`src/rtl/spr_cmd_ctrl.sv`:
```
`default_nettype none
// ============================================================================
// Module   : spr_cmd_ctrl
// Purpose  : Command controller for a single-port RAM. Accepts one read or
//            write command at a time, returns read data through a
//            valid/ready response port, and can clear the whole RAM with a
//            one-write-per-cycle init sweep.
// Revision : 1.0 - initial release
// ============================================================================
module spr_cmd_ctrl #(
    parameter int                   MEM_WIDTH  = 8,
    parameter int                   ADDR_WIDTH = 8,
    parameter logic [MEM_WIDTH-1:0] INIT_VALUE = '0
) (
    input  logic                  clk,
    input  logic                  rst,
    input  logic                  init_start,
    output logic                  init_done,
    input  logic                  cmd_valid,
    output logic                  cmd_ready,
    input  logic                  cmd_we,
    input  logic [ADDR_WIDTH-1:0] cmd_addr,
    input  logic [MEM_WIDTH-1:0]  cmd_wdata,
    output logic                  rsp_valid,
    input  logic                  rsp_ready,
    output logic [MEM_WIDTH-1:0]  rsp_rdata,
    output logic                  mem_blk_select,
    output logic                  mem_wr_en,
    output logic                  mem_rd_en,
    output logic [ADDR_WIDTH-1:0] mem_address,
    output logic [MEM_WIDTH-1:0]  mem_din,
    input  logic [MEM_WIDTH-1:0]  mem_dout
);

    localparam logic [2:0] c_idle  = 3'd0;
    localparam logic [2:0] c_init  = 3'd1;
    localparam logic [2:0] c_write = 3'd2;
    localparam logic [2:0] c_read  = 3'd3;
    localparam logic [2:0] c_resp  = 3'd4;

    localparam logic [ADDR_WIDTH-1:0] c_last_addr = '1;
    localparam logic [ADDR_WIDTH-1:0] c_addr_one  = {{(ADDR_WIDTH-1){1'b0}}, 1'b1};

    logic [2:0]            r_state;
    logic [2:0]            w_next;
    logic [ADDR_WIDTH-1:0] r_cnt;
    logic [ADDR_WIDTH-1:0] r_addr;
    logic [MEM_WIDTH-1:0]  r_wdata;
    logic [MEM_WIDTH-1:0]  r_rdata;
    logic                  r_init_done;
    logic                  w_accept;
    logic                  w_init_go;
    logic                  w_init_last;

    // init_start wins over a command presented in the same IDLE cycle
    assign w_init_go   = (r_state == c_idle) && init_start;
    assign w_accept    = (r_state == c_idle) && !init_start && cmd_valid;
    // The sweep ends on the explicit last address, not on counter wrap
    assign w_init_last = (r_state == c_init) && (r_cnt == c_last_addr);

    // State register; reset aborts any in-flight command, response or sweep
    always_ff @(posedge clk or posedge rst) begin
        if (rst) begin
            r_state <= c_idle;
        end else begin
            r_state <= w_next;
        end
    end

    // Next-state decode
    always_comb begin
        w_next = r_state;
        case (r_state)
            c_idle: begin
                if (init_start) begin
                    w_next = c_init;
                end else if (cmd_valid) begin
                    w_next = cmd_we ? c_write : c_read;
                end
            end
            c_init:  w_next = w_init_last ? c_idle : c_init;
            c_write: w_next = c_idle;
            c_read:  w_next = c_resp;
            c_resp:  w_next = rsp_ready ? c_idle : c_resp;
            default: w_next = c_idle;
        endcase
    end

    // Command capture, sweep counter, read-data register and done pulse
    always_ff @(posedge clk or posedge rst) begin
        if (rst) begin
            r_cnt       <= '0;
            r_addr      <= '0;
            r_wdata     <= '0;
            r_rdata     <= '0;
            r_init_done <= 1'b0;
        end else begin
            r_init_done <= w_init_last;
            if (w_init_go) begin
                r_cnt <= '0;
            end else if (r_state == c_init) begin
                r_cnt <= r_cnt + c_addr_one;
            end
            if (w_accept) begin
                r_addr  <= cmd_addr;
                r_wdata <= cmd_wdata;
            end
            if (r_state == c_read) begin
                r_rdata <= mem_dout;
            end
        end
    end

    // Output decode from the state register; cmd_ready alone looks at init_start
    always_comb begin
        cmd_ready      = 1'b0;
        rsp_valid      = 1'b0;
        mem_blk_select = 1'b0;
        mem_wr_en      = 1'b0;
        mem_rd_en      = 1'b0;
        mem_address    = r_addr;
        mem_din        = r_wdata;
        case (r_state)
            c_idle: begin
                cmd_ready = !init_start;
            end
            c_init: begin
                mem_blk_select = 1'b1;
                mem_wr_en      = 1'b1;
                mem_address    = r_cnt;
                mem_din        = INIT_VALUE;
            end
            c_write: begin
                mem_blk_select = 1'b1;
                mem_wr_en      = 1'b1;
            end
            c_read: begin
                mem_blk_select = 1'b1;
                mem_rd_en      = 1'b1;
            end
            c_resp: begin
                rsp_valid = 1'b1;
            end
            default: begin
                cmd_ready = 1'b0;
            end
        endcase
    end

    assign rsp_rdata = r_rdata;
    assign init_done = r_init_done;

endmodule
`default_nettype wire

```
`config.mk`:
```
export PLATFORM = sky130hd
export DESIGN_NAME = spr_cmd_ctrl
export DESIGN_NICKNAME = d
export VERILOG_FILES = /design/src/rtl/spr_cmd_ctrl.sv
export SDC_FILE = /design/constraint.sdc
export NUM_CORES = 1
export LEC_CHECK = 0
export CORE_MARGIN = 2
export CORE_UTILIZATION = 40
export DETAILED_ROUTE_END_ITERATION = 8
export PLACE_DENSITY = 0.7
export SETUP_SLACK_MARGIN = 0.5
export SLEW_MARGIN = 20
export SYNTH_ARGS = -nofsm -noshare
export SYNTH_HDL_FRONTEND = slang
export SYNTH_SLANG_ARGS = --single-unit
```
`constraint.sdc`:
```
create_clock -name clk -period 2.25 [get_ports clk]
set_input_delay 0.225 -clock clk [delete_from_list [all_inputs] [get_ports clk]]
set_output_delay 0.225 -clock clk [all_outputs]
set_load 0.005 [all_outputs]
```
==> flow_metrics.py <==
metrics = {
    "sta": {
        "hold_ws_ns": 0.343,
        "layout_setup_ws_ns": 0.360,
        "skew_ns": 0.00885,
        "fin_crit_sh_pct": 84.0,
        "worst_pin_slew_ns": 0.463,
        "rsz0062_at_grt": "true",
        "finalHoldViolCount": 0,
        "slew_headroom_pct": 69.2,
        "timing.setup.tns_ns": 0,
        "fmax_ghz": 0.529,
        "slew_violations": 0,
        "layout_min_cycle_time_ns": 1.89,
        "setup_violations": 0,
    },
    "yosys": {
        "synth_seq_area_share_pct": 52.2,
        "synthFlopType": "dfrtp_1",
        "async_reset_ff_share_pct": 100,
        "muxShareOfSynthArea_pct": 16.3,
        "synth_area_um2": 1720,
        "synth-simple-area-share_pct": 20.1,
        "avgSynthCellArea_um2": 10.8,
        "synthXorXnorAreaFrac_pct": 1.02,
        "ys_top_cells_by_area": "dfrtp_1, mux2_2, nand2_1, and2_1, a21oi_1",
        "syn_inst": 160,
        "ys_ff_latch": 36,
        "synth_top_area_share_pct": 52.2,
        "synth_edf_count": 0,
        "yosysWarnings": 0,
        "synth_compound_area_share_pct": 5.22,
        "syn_nets": 191,
        "synth_largest_area_cell": "dfrtp_1",
        "synth_top_family_by_area": "simple AND/OR/NAND/NOR gates",
        "synth_cell_types": 29,
        "synth_fa_ha_area_share_pct": 0.726,
        "synth_most_common_cell": "dfrtp_1",
        "synth_common_cells": "dfrtp_1, nand2_1, mux2_2",
    },
    "global_route": {
        "grt_max_degree": 37,
        "grt_pass1_wl_um": 7880,
        "antenna_found_initial": 0,
        "overflow": 0,
        "grt_pass1_vias": 1604,
        "grt.total_usage_pct": 20.4,
    },
    "clocking": {
        "clkLatencyLatePin_ns": 0.29,
        "ctsHoldBuffers": 0,
        "path_clk_slew_ns": 0.07,
        "root_buffer": "clkbuf_8",
        "cts_tree": "yes",
        "numCtsBuffers": 5,
        "numClockSinks": 36,
        "h-tree-depth": 2,
        "clockBufferDepth": 2,
    },
    "detailed_routing": {
        "dr.pass1.iters": 4,
        "dr.first_iter.drc_count": 111,
        "totalWireLength_um": 5260,
        "via_per_inst": 5.34,
        "drc": 0,
        "route.vias.total": 1629,
        "drt-wirelength-per-cell_um": 17.2,
        "ant_nets": 0,
    },
    "floorplan": {
        "core_um2": 4090,
        "placementRows": 23,
        "dieArea_um2": 4850,
        "die_h_um": 69.7,
        "die_width_um": 69.7,
        "initial_core_util_pct": 42.2,
        "io_pins": 60,
    },
    "layout": {
        "layoutNonFillerInstCount": 305,
        "seq_area_um2": 901,
        "final_area_um2": 2850,
        "area_growth_pct": 65.3,
        "multi_input_area_um2": 878,
        "layout.nets": 286,
        "antenna_cells": 0,
        "fillers": 287,
        "drive_above_1_share_pct": 46.3,
    },
    "setup_path": {
        "arrival_ns": 2.11,
        "critPathCaptureType": "flip-flop",
        "worstPathMaxFanout": 5,
        "startpoint_type": "flip-flop",
        "crit_type": "reg -> reg",
        "cp.required_ns": 2.47,
    },
    "placed_design": {
        "placed_cell_area_um2": 2370,
        "dp_slack_ns": 0.361,
        "dp_cells": 267,
        "io_buffers": 59,
        "gp_congestion": 0.794,
        "dp_hpwl_um": 2820,
    },
    "pwr": {
        "peakVddDrop_mv": 0.653,
        "p_leak_nw": 1.33,
        "p_per_area_nw_per_um2": 1260,
    },
    "min_path": {
        "hold_class": "in -> async",
    },
    "status": {
        "status": "completed",
    },
    "job": {
        "cap_violations": 0,
    },
}
==> worst paths after layout <==
kind | startpoint | to | slack, ns | cells after the start
worst max-delay path | r_state[0] | r_cnt[6] | 0.36 | 6
worst min-delay path | rst | rsp_rdata[3] | 0.34 | 3
worst max register to register | r_state[0] | r_cnt[6] | 0.36 | 6
worst min register to register | rsp_rdata[4] | rsp_rdata[4] | 0.50 | 1
max in group asynchronous | rst | r_cnt[0] | 1.58 | 3
min in group clk | rsp_rdata[4] | rsp_rdata[4] | 0.50 | 1
==> cell type report <==
cell class              count  area share [%]
repair buffers             93            31.1
multi-input cells         112            30.8
flip-flops and latches     36            31.6
inverters                   7           0.922
clock buffers               7            3.38
well taps                  50            2.19
==> stage by stage <==
stage	utilization, %	power [mW]
global route	69.7	3.79
finish	69.7	3.60
CTS	65.1	3.19
detailed placement	58.1	2.49
floorplan	-	1.73
global placement	58.1	2.45
==> critical path, cell delays in order, from the launching register on <==
cell,delay (ns)
dfrtp_1,0.39
buf_6,0.12
buf_4,0.10
or3b_4,0.43
buf_8,0.15
or4_4,0.51
a21oi_2,0.13
==> timing repair <==
action | 4_1_cts | 5_1_grt
gates cloned | 3 | 2
hold endpoints to repair | 0 | 0
pin swaps | 9 | 23
resized for setup | 52 | 76
setup endpoints to repair | 20 | 39
setup buffers | 20 | 6
==> routing by layer <==
metal	global-route usage (%)	vias up	part of all wire, %
met4	5.77	0	3.4
met2	37.8	77	55
met5	0	-	0
met1	23.4	798	36
li1	-	736	-
met3	4.65	18	5.9
==> flip-flops by register name, summed over array words and instances (netlist names) <==
signal and flops:
r_cnt 8, rsp_rdata 8, init_done 1, r_wdata 8, r_addr 8, r_state 3
==> logic make-up after synthesis <==
logic type | count (synthesis)
AND/OR/NAND/NOR | 64
flip-flops | 36
multiplexers | 25
AO/OA/AOI/OAI | 17
buffers and inverters | 15
XOR/XNOR | 2
adder cells (fa/ha/maj) | 1
==> power by group <==
group	leakage [nW]	internal [mW]	switching, mW
Sequential	0.446	0.902	0.167
Combinational	0.836	1.26	0.761
Clock	0.0503	0.273	0.228
Total	1.33	2.44	1.16
==> layout by cell type, fill, tap and decap left out, drive strengths merged <==
| master | Yosys | final |
|---|---|---|
| nor2 | 4 | 4 |
| dlymetal6s2s | 0 | 1 |
| or3 | 4 | 4 |
| or4b | 1 | 1 |
| or3b | 1 | 3 |
| nand3 | 4 | 4 |
| dfrtp | 36 | 36 |
| o21ai | 7 | 7 |
| nand2b | 1 | 1 |
| nor3 | 2 | 2 |
| dlygate4sd2 | 0 | 3 |
| nand4 | 1 | 1 |
| nor2b | 1 | 1 |
| nor4 | 2 | 2 |
| ha | 1 | 1 |
| o31ai | 2 | 2 |
| xnor2 | 2 | 2 |
| a21oi | 8 | 8 |
| mux2i | 1 | 1 |
| inv | 7 | 7 |
| mux2 | 24 | 24 |
| nand2 | 31 | 32 |
| or4 | 2 | 2 |
| buf | 5 | 45 |
| nor3b | 1 | 1 |
| clkdlybuf4s50 | 0 | 38 |
| and2 | 9 | 9 |
| clkbuf | 3 | 13 |
(Power assumes the default switching activity.)
